File: config.mk
export PLATFORM = sky130hd
export DESIGN_NAME = common_axis_framer
export DESIGN_NICKNAME = d
export VERILOG_FILES = /design/src/rtl/common_axis_pkg.sv /design/src/rtl/common_axis_shim.sv /design/src/rtl/common_axis_framer.sv
export SDC_FILE = /design/constraint.sdc
export NUM_CORES = 1
export LEC_CHECK = 0
export BUFFER_PORTS_ARGS = -buffer_cell sky130_fd_sc_hd__buf_2
export CORE_MARGIN = 3
export CORE_UTILIZATION = 46
export DETAILED_ROUTE_END_ITERATION = 10
export GPL_ROUTABILITY_DRIVEN = 0
export HOLD_SLACK_MARGIN = 0.12
export PLACE_DENSITY = 0.76
export SLEW_MARGIN = 20
export SYNTH_ARGS = -nofsm -noshare
export SYNTH_HDL_FRONTEND = slang
export SYNTH_HIERARCHICAL = 1
export SYNTH_SLANG_ARGS = --single-unit
File: constraint.sdc
create_clock -name clk -period 5.1 [get_ports clk]
set_clock_uncertainty 0.15 [all_clocks]
set_input_delay 1.02 -clock clk [delete_from_list [all_inputs] [get_ports clk]]
set_output_delay 1.02 -clock clk [all_outputs]
set_load 0.05 [all_outputs]
File: src/rtl/common_axis_pkg.sv
// Shared AXI4-Stream video definitions: tuser flag positions and framer state encoding.
package common_axis_pkg;

  localparam int TUSER_SOF_BIT = 0;
  localparam int TUSER_EOF_BIT = 1;

  typedef enum logic [1:0] {
    FR_IDLE   = 2'd0,
    FR_STREAM = 2'd1,
    FR_DRAIN  = 2'd2
  } framer_state_e;

endpackage

File: src/rtl/common_axis_shim.sv
// One-stage AXI4-Stream register slice. With C_USE_RDY_MSK=0 a skid entry keeps s_axis_tready
// a pure flop output, so there is no combinational path from m_axis_tready back upstream.
module common_axis_shim #(
  parameter int C_AXIS_TDATA_WIDTH = 32,
  parameter int C_AXIS_TUSER_WIDTH = 2,
  parameter int C_USE_RDY_MSK      = 0
) (
  input  logic                          clk,
  input  logic                          rst,
  input  logic [C_AXIS_TDATA_WIDTH-1:0] s_axis_tdata,
  input  logic [C_AXIS_TUSER_WIDTH-1:0] s_axis_tuser,
  input  logic                          s_axis_tlast,
  input  logic                          s_axis_tvalid,
  output logic                          s_axis_tready,
  output logic [C_AXIS_TDATA_WIDTH-1:0] m_axis_tdata,
  output logic [C_AXIS_TUSER_WIDTH-1:0] m_axis_tuser,
  output logic                          m_axis_tlast,
  output logic                          m_axis_tvalid,
  input  logic                          m_axis_tready
);

  localparam int PW = C_AXIS_TDATA_WIDTH + C_AXIS_TUSER_WIDTH + 1;

  logic [PW-1:0] s_payload;
  logic [PW-1:0] out_data_q, out_data_d;
  logic [PW-1:0] skid_data_q, skid_data_d;
  logic          out_valid_q, out_valid_d;
  logic          skid_valid_q, skid_valid_d;
  logic          accept;
  logic          out_load;

  assign s_payload = {s_axis_tlast, s_axis_tuser, s_axis_tdata};

  // Ready-mask variant trades the skid entry for a combinational ready path.
  assign s_axis_tready = (C_USE_RDY_MSK != 0) ? (!out_valid_q || m_axis_tready) : !skid_valid_q;
  assign accept        = s_axis_tvalid && s_axis_tready;
  assign out_load      = !out_valid_q || m_axis_tready;

  // NOTE: every variable gets a default at the top of the block, so no path can infer a latch.
  always_comb begin
    out_valid_d  = out_valid_q;
    out_data_d   = out_data_q;
    skid_valid_d = skid_valid_q;
    skid_data_d  = skid_data_q;
    if (out_load) begin
      if (skid_valid_q) begin
        out_valid_d  = 1'b1;
        out_data_d   = skid_data_q;
        skid_valid_d = 1'b0;
      end else begin
        out_valid_d = accept;
        if (accept) out_data_d = s_payload;
      end
    end else if (accept) begin
      skid_valid_d = 1'b1;
      skid_data_d  = s_payload;
    end
  end

  // NOTE: sequential state uses non-blocking assignments so all flops update together.
  always_ff @(posedge clk) begin
    if (rst) begin
      out_valid_q  <= 1'b0;
      skid_valid_q <= 1'b0;
    end else begin
      out_valid_q  <= out_valid_d;
      skid_valid_q <= skid_valid_d;
    end
  end

  // NOTE: payload registers are deliberately unreset; the valid flags alone qualify them.
  always_ff @(posedge clk) begin
    out_data_q  <= out_data_d;
    skid_data_q <= skid_data_d;
  end

  assign m_axis_tvalid = out_valid_q;
  assign {m_axis_tlast, m_axis_tuser, m_axis_tdata} = out_data_q;

endmodule

File: src/rtl/common_axis_framer.sv
// Video AXIS framer: turns an unframed pixel-word stream into frames of cfg_line_beats x
// cfg_frame_lines beats, marking SOF/EOF in tuser and end of line in tlast.
module common_axis_framer
  import common_axis_pkg::*;
#(
  parameter int C_AXIS_TDATA_WIDTH = 32,
  parameter int C_AXIS_TUSER_WIDTH = 2,
  parameter int C_CNT_WIDTH        = 16
) (
  input  logic                            clk,
  input  logic                            rst,
  input  logic                            enable,
  input  logic [C_CNT_WIDTH-1:0]          cfg_line_beats,
  input  logic [C_CNT_WIDTH-1:0]          cfg_frame_lines,
  input  logic [C_AXIS_TDATA_WIDTH-1:0]   s_pix_tdata,
  input  logic                            s_pix_tvalid,
  output logic                            s_pix_tready,
  output logic [C_AXIS_TDATA_WIDTH-1:0]   m_axis_tdata,
  output logic [C_AXIS_TUSER_WIDTH-1:0]   m_axis_tuser,
  output logic [C_AXIS_TDATA_WIDTH/8-1:0] m_axis_tkeep,
  output logic [C_AXIS_TDATA_WIDTH/8-1:0] m_axis_tstrb,
  output logic                            m_axis_tlast,
  output logic                            m_axis_tvalid,
  input  logic                            m_axis_tready,
  output logic                            frame_active,
  output logic                            frame_done,
  output logic                            cfg_err
);

  typedef logic [C_CNT_WIDTH-1:0] cnt_t;

  framer_state_e state_q, state_d;
  cnt_t          beat_cnt_q, beat_cnt_d;
  cnt_t          line_cnt_q, line_cnt_d;
  cnt_t          line_beats_q, line_beats_d;
  cnt_t          frame_lines_q, frame_lines_d;
  logic          frame_active_q, frame_active_d;
  logic          frame_done_q, frame_done_d;
  logic          cfg_err_q, cfg_err_d;

  logic                          in_stream;
  logic                          shim_s_ready;
  logic                          pix_accept;
  logic                          last_beat;
  logic                          last_line;
  logic [C_AXIS_TUSER_WIDTH-1:0] pix_tuser;

  assign in_stream    = (state_q == FR_STREAM);
  assign s_pix_tready = shim_s_ready && in_stream;
  assign pix_accept   = s_pix_tvalid && s_pix_tready;

  // Compared against the values latched at frame start, never the live cfg inputs.
  assign last_beat = (beat_cnt_q == line_beats_q - cnt_t'(1));
  assign last_line = (line_cnt_q == frame_lines_q - cnt_t'(1));

  always_comb begin
    pix_tuser                = '0;
    pix_tuser[TUSER_SOF_BIT] = (beat_cnt_q == '0) && (line_cnt_q == '0);
    pix_tuser[TUSER_EOF_BIT] = last_beat && last_line;
  end

  always_comb begin
    state_d       = state_q;
    beat_cnt_d    = beat_cnt_q;
    line_cnt_d    = line_cnt_q;
    line_beats_d  = line_beats_q;
    frame_lines_d = frame_lines_q;
    cfg_err_d     = cfg_err_q;
    frame_done_d  = 1'b0;
    case (state_q)
      FR_IDLE: begin
        if (enable) begin
          if ((cfg_line_beats != '0) && (cfg_frame_lines != '0)) begin
            state_d       = FR_STREAM;
            line_beats_d  = cfg_line_beats;
            frame_lines_d = cfg_frame_lines;
            beat_cnt_d    = '0;
            line_cnt_d    = '0;
            cfg_err_d     = 1'b0;
          end else begin
            cfg_err_d = 1'b1;
          end
        end
      end
      FR_STREAM: begin
        if (pix_accept) begin
          if (last_beat) begin
            beat_cnt_d = '0;
            if (last_line) begin
              line_cnt_d = '0;
              state_d    = FR_DRAIN;
            end else begin
              line_cnt_d = line_cnt_q + cnt_t'(1);
            end
          end else begin
            beat_cnt_d = beat_cnt_q + cnt_t'(1);
          end
        end
      end
      FR_DRAIN: begin
        // The final beat has left the output register once tvalid drops.
        if (!m_axis_tvalid) begin
          state_d      = FR_IDLE;
          frame_done_d = 1'b1;
        end
      end
      default: state_d = FR_IDLE;
    endcase
    frame_active_d = (state_d != FR_IDLE);
  end

  always_ff @(posedge clk) begin
    if (rst) begin
      state_q        <= FR_IDLE;
      beat_cnt_q     <= '0;
      line_cnt_q     <= '0;
      line_beats_q   <= '0;
      frame_lines_q  <= '0;
      frame_active_q <= 1'b0;
      frame_done_q   <= 1'b0;
      cfg_err_q      <= 1'b0;
    end else begin
      state_q        <= state_d;
      beat_cnt_q     <= beat_cnt_d;
      line_cnt_q     <= line_cnt_d;
      line_beats_q   <= line_beats_d;
      frame_lines_q  <= frame_lines_d;
      frame_active_q <= frame_active_d;
      frame_done_q   <= frame_done_d;
      cfg_err_q      <= cfg_err_d;
    end
  end

  common_axis_shim #(
    .C_AXIS_TDATA_WIDTH (C_AXIS_TDATA_WIDTH),
    .C_AXIS_TUSER_WIDTH (C_AXIS_TUSER_WIDTH),
    .C_USE_RDY_MSK      (0)
  ) u_out_shim (
    .clk           (clk),
    .rst           (rst),
    .s_axis_tdata  (s_pix_tdata),
    .s_axis_tuser  (pix_tuser),
    .s_axis_tlast  (last_beat),
    .s_axis_tvalid (s_pix_tvalid && in_stream),
    .s_axis_tready (shim_s_ready),
    .m_axis_tdata  (m_axis_tdata),
    .m_axis_tuser  (m_axis_tuser),
    .m_axis_tlast  (m_axis_tlast),
    .m_axis_tvalid (m_axis_tvalid),
    .m_axis_tready (m_axis_tready)
  );

  assign m_axis_tkeep = '1;
  assign m_axis_tstrb = '1;
  assign frame_active = frame_active_q;
  assign frame_done   = frame_done_q;
  assign cfg_err      = cfg_err_q;

endmodule
* Word level (Yosys, flattened, before mapping)
Index checks and enable logic that the tools add are counted.
Word-level totals: register bits 141, input bits 69, output and inout port bits 48, logic and storage cells 73
Operators by class: $add $sub $neg 4, equality and inequality tests 8, mux-type cells 21, bitwise operators 2, reduce and logical (&&, ||, !) cells 26
Operators by type and width (count):
- 2-to-1 mux 16 bit | 7
- 2-to-1 mux 35 bit | 2
- one-hot mux 16 bit (2 select lines) | 2
- adder 16 x 1 -> 16 bit, second input constant | 2
- equality test 16 bit | 2
- zero test 16 bit | 2
- nonzero test 16 bit | 2
- subtractor 16 x 1 -> 16 bit, second input constant | 2
- 2-to-1 mux 2 bit | 6
- logical AND 1 bit | 7
- one-hot mux 2 bit (3 select lines) | 1
- AND reduction 2 bit | 3
- nonzero test 2 bit | 3
- AND reduction 5 bit | 1
- != test 2 x 1 -> 1 bit, second input constant | 2
- != test 2 bit, second input constant | 2
- AND reduction 4 bit | 1
- OR reduction 2 bit | 2
- 2-to-1 mux 1 bit | 3
- AND reduction 3 bit | 1
- equality test 2 x 1 -> 1 bit, second input constant | 1
- equality test 2 bit, second input constant | 1
- zero test 1 bit | 2
- zero test 2 bit | 1
- other kinds (2) | 3

* Logic depth before layout (Yosys ltp)
depth after elaboration 7, mapped depth 12, gate-level depth less buffers 10

* Modules after synthesis
The synthesis kept the hierarchy.
Modules (own cells, without submodules):
- common_axis_framer | times used 1, cells each 553, area an instance 4266.6 µm², seq. area each 1381.3 µm²
- common_axis_shim | times used 1, cells each 118, area an instance 2635.0 µm², seq. area each 2142.1 µm²

* Least setup slack after synthesis
No wires, ideal clock.
kind input port to flip-flop, start point input m_axis_tready, end point register u_out_shim.skid_data_q[0] (enable), library setup time 0.478 ns, data arrival time 3.858 ns, required time 4.472 ns, path slack 0.614 ns, cell stages on the path 2, path through nand2b_1 -> nor3b_1
Between the ends: word-level cells in the longest chain between the ends 3
Ends and longest elaborated chain:
- from (decl) | RTL line common_axis_framer.sv:24 | input logic m_axis_tready,
- logical OR 1 bit
- inverter 1 bit (no line)
- AND reduction 2 bit (no line)
- to (signal assigned) | RTL line common_axis_shim.sv:74 | skid_data_q <= skid_data_d;
- to (decl) | RTL line common_axis_shim.sv:26 | logic [PW-1:0] skid_data_q, skid_data_d;
Every way passes these cells. A chain may end at the register's enable or synchronous reset.

* Final worst setup path
start point register line_beats_q[2], end point register line_cnt_q[5]
Between the ends: word-level cells in the longest chain between the ends 4
Ends and longest elaborated chain:
- from (decl) | RTL line common_axis_framer.sv:35 | cnt_t line_beats_q, line_beats_d;
- from (signal assigned) | RTL line common_axis_framer.sv:126 | line_beats_q <= line_beats_d;
- subtractor 16 x 1 -> 16 bit | RTL line common_axis_framer.sv:53 | assign last_beat = (beat_cnt_q == line_beats_q - cnt_t'(1));
- equality test 16 bit | RTL line common_axis_framer.sv:53
- != test 2 x 1 -> 1 bit (no line)
- AND reduction 5 bit (no line)
- to (signal assigned) | RTL line common_axis_framer.sv:125 | line_cnt_q <= line_cnt_d;
- to (decl) | RTL line common_axis_framer.sv:34 | cnt_t line_cnt_q, line_cnt_d;
Every way passes these cells.

==> flow_metrics.tcl <==
set metrics [dict create \
    switchingPower_mw 0.769 \
    grt_start_max_net_pins 41 \
    start_util 0.473 \
    grt_pass1_vias 4779 \
    ys_top_cells_by_area "edfxtp_1 (30%), dfxtp_1 (21%), mux2_2 (4.9%), nand2_1 (4.8%), a21oi_1 (3.7%)" \
    vdd_drop_max_mv 0.261 \
    cp-start-kind "flop" \
    synth-seq-area-share 0.511 \
    fin_area_um2 8080 \
    first_pass_iters 5 \
    synth_top_area_cell "edfxtp_1" \
    rows 44 \
    holdPathEnd "frame_lines_q[15]" \
    crit_arrival_ns 3.83 \
    ctsLongestPathBuffers 2 \
    rrSetupSlack_ns 1.41 \
    busiest_layer "met2" \
    slowest_stage "a211o_1" \
    fin_util 0.554 \
    drive_above_1_share 0.250 \
    slew_headroom 0.345 \
    drt-vias-per-instance 5.54 \
    hpwl_um 10700 \
    die_h_um 128 \
    htreeDepth 4 \
    worst_pin_slew_ns 0.983 \
    ys_ff_latch 141 \
    fmax_mhz 271 \
    hold_class "flop to flop" \
    die-width_um 128 \
    p_clk_frac 0.415 \
    holdWs_ns 0.325 \
    drv_slew 0 \
    dieArea_um2 16500 \
    drt-total-wl_um 14900 \
    finalPower_mw 2.77 \
    clock_sinks 141 \
    core-area_um2 14600 \
    power_density_nw_per_um2 342 \
    fin_crit_ns 3.69 \
    synth_top_flop_cell "dfxtp_1" \
    outcome "finished clean" \
    reg2regPathDepth 8 \
    finalSetupViolations 0 \
    hold_depth 2 \
    drtIter0Drc 328 \
    reg2reg_from "line_beats_q[2]" \
    synth_compound_area_frac 0.107 \
    p_leak_nw 3.08 \
    port_buffers 108 \
    boundaryPins 117 \
    gr-usage-met3 0.0361 \
    crit_buf_inv 0 \
    num-nets-final 846 \
    area_growth_pct 17.1 \
    synth_xor_area_frac 0.0669 \
    via_count 5366 \
    synthSimpleGateAreaFrac 0.201 \
    synthesis.area_um2 6900 \
    numCtsBuffers 17 \
    synthArstFlopShare 0 \
    grt_setup_unrepaired "no" \
    yosysUniqueCellTypes 66 \
    clock_latency_ns 0.42 \
    hold_viol_final 0 \
    synth_edf_count 70 \
    synth_top_family_by_area "simple AND/OR/NAND/NOR gates" \
    postCtsSetupBuffers 0 \
    worstReg2RegEnd "line_cnt_q[5]" \
    ctsHoldBuffers 0 \
    crit_fanout 25 \
    p_int_mw 2.00 \
    root_buffer "clkbuf_16" \
    route.detailed.drc 0 \
    max_stage_delay_ns 0.61 \
    diodes 0 \
    clkTransAtPathRegs_ns 0.06 \
    setup_tns_ns 0 \
    cp-end-kind "flop" \
    synth_cells 671 \
    cp.required_ns 5.24 \
    place_area_um2 7530 \
    syn_avg_cell_area_um2 10.3 \
    path_delay_family "simple AND/OR/NAND/NOR gates" \
    met1_usage 0.256 \
    worstSetupPathType "flop to flop" \
    cts.repair.resized 0 \
    grt.total_usage 0.183 \
    grt_overflow 0 \
    p_sw_frac 0.278 \
    crit_chain "or4_1 > nor4_2 > mux2_2 > nor3_1 > and4_4 > a211o_1 > and2_1 > a21oi_1" \
    seqPwrFrac 0.455 \
    post-route-period-util 0.724 \
    use_met2 0.279 \
    worstHoldStart "frame_lines_q[15]" \
    cts_tree "done" \
    antenna_found_initial 0 \
    pwr-share-comb 0.129 \
    yosys_warnings 6 \
    synthAdderAreaFrac 0.0109 \
    grt_pass1_wl_um 24100 \
    synth_top_area_frac 0.305 \
    avgRoutedWirePerCell_um 15.4 \
    synthMuxAreaShare 0.0635 \
    drv_cap 0 \
    antenna_left 0 \
]
Yosys cell counts, types with 3 or more instances:
| cell | number |
|---|---|
| a211o_1 | 3 |
| a21oi_1 | 51 |
| a22o_1 | 6 |
| a31oi_1 | 5 |
| and2_1 | 8 |
| and3_1 | 14 |
| buf_2 | 6 |
| buf_4 | 11 |
| clkbuf_1 | 19 |
| dfxtp_1 | 71 |
| edfxtp_1 | 70 |
| ha_1 | 6 |
| inv_1 | 18 |
| mux2_2 | 30 |
| mux2_4 | 6 |
| nand2_1 | 88 |
| nand2b_1 | 4 |
| nand3_1 | 16 |
| nand4_1 | 12 |
| nor2_1 | 38 |
| nor2b_1 | 6 |
| nor3_1 | 16 |
| nor4_1 | 25 |
| nor4_2 | 3 |
| o21ai_0 | 13 |
| o31ai_1 | 8 |
| or3_1 | 4 |
| or4_1 | 13 |
| xnor2_1 | 28 |
| xor2_1 | 22 |
area by class of cell:
type | count | area (um2)
Fill cell | 1280 | 6510
Inverter | 18 | 67.6
Tap cell | 184 | 230
Clock buffer | 17 | 425
Sequential cell | 141 | 3520
Multi-Input combinational cell | 481 | 3140
Clock inverter | 15 | 126
Timing Repair Buffer | 112 | 571
per-layer routing:
layer | part of all wire | vias to the layer above | routed length [um]
met3 | 0.075 | 25 | 1120
met1 | 0.47 | 2468 | 6990
met5 | 0 | - | 0
met2 | 0.44 | 209 | 6480
met4 | 0.020 | 0 | 301
li1 | - | 2664 | -
power groups by stage:
stage | clock (mW) | sequential [mW] | combinational, mW
2_1_floorplan | 0 | 1.32 | 0.235
3_3_place_gp | 0 | 1.28 | 0.351
3_5_place_dp | 0 | 1.28 | 0.356
4_1_cts | 1.18 | 1.26 | 0.358
5_1_grt | 1.23 | 1.27 | 0.394
6_report | 1.15 | 1.26 | 0.358
sequential cells by signal, summed over array words and instances (netlist names):
name,cells
beat_cnt_q,16
cfg_err,1
frame_active,1
frame_done,1
frame_lines_q,16
line_beats_q,16
line_cnt_q,16
state_q,2
u_out_shim/m_axis_tvalid,1
u_out_shim/out_data_q,35
u_out_shim/skid_data_q,35
u_out_shim/skid_valid_q,1
metrics by stage:
step                worst slack (ns)  instances
floorplan                      0.614        678
global placement                1.33        936
detailed placement              1.30        936
CTS                             1.36        968
global route                    1.08        968
finish                          1.41        968
kinds of logic after synthesis:
logic type,after synthesis
other,1
adder cells (fa/ha/maj),6
XOR/XNOR,51
AND/OR/NAND/NOR,266
flip-flops,141
multiplexers,37
AO/OA/AOI/OAI,113
buffers and inverters,56
worst max-delay path by stage:
stage,cells after the start,endpoint,slack (ns),from
2_1_floorplan,2,u_out_shim/skid_data_q[0],0.61,m_axis_tready
3_3_place_gp,9,line_cnt_q[8],1.33,cfg_frame_lines[3]
3_5_place_dp,9,line_cnt_q[8],1.30,cfg_line_beats[3]
4_1_cts,8,line_cnt_q[0],1.36,line_beats_q[2]
5_1_grt,8,line_cnt_q[5],1.08,line_beats_q[2]
6_report,8,line_cnt_q[5],1.41,line_beats_q[2]
tightest hold or removal path, stage by stage (launching register included):
cell and delay [ns]:
dfxtp_1 0.32, nand2_1 0.06, a21oi_1 0.05
cell usage in the layout (no fill, tap or decap), drive strengths merged, types with 8 or more instances in the layout:
cell type	instances
nor4	28
xnor2	28
edfxtp	70
o31ai	9
clkbuf	17
nand2	88
buf	112
xor2	22
and3	14
inv	27
dfxtp	71
nor2	38
o21ai	14
conb	8
and2	8
nand3	16
or4	15
mux2	36
a21oi	52
nor3	16
nand4	12
Power figures use the tool's default switching activity.
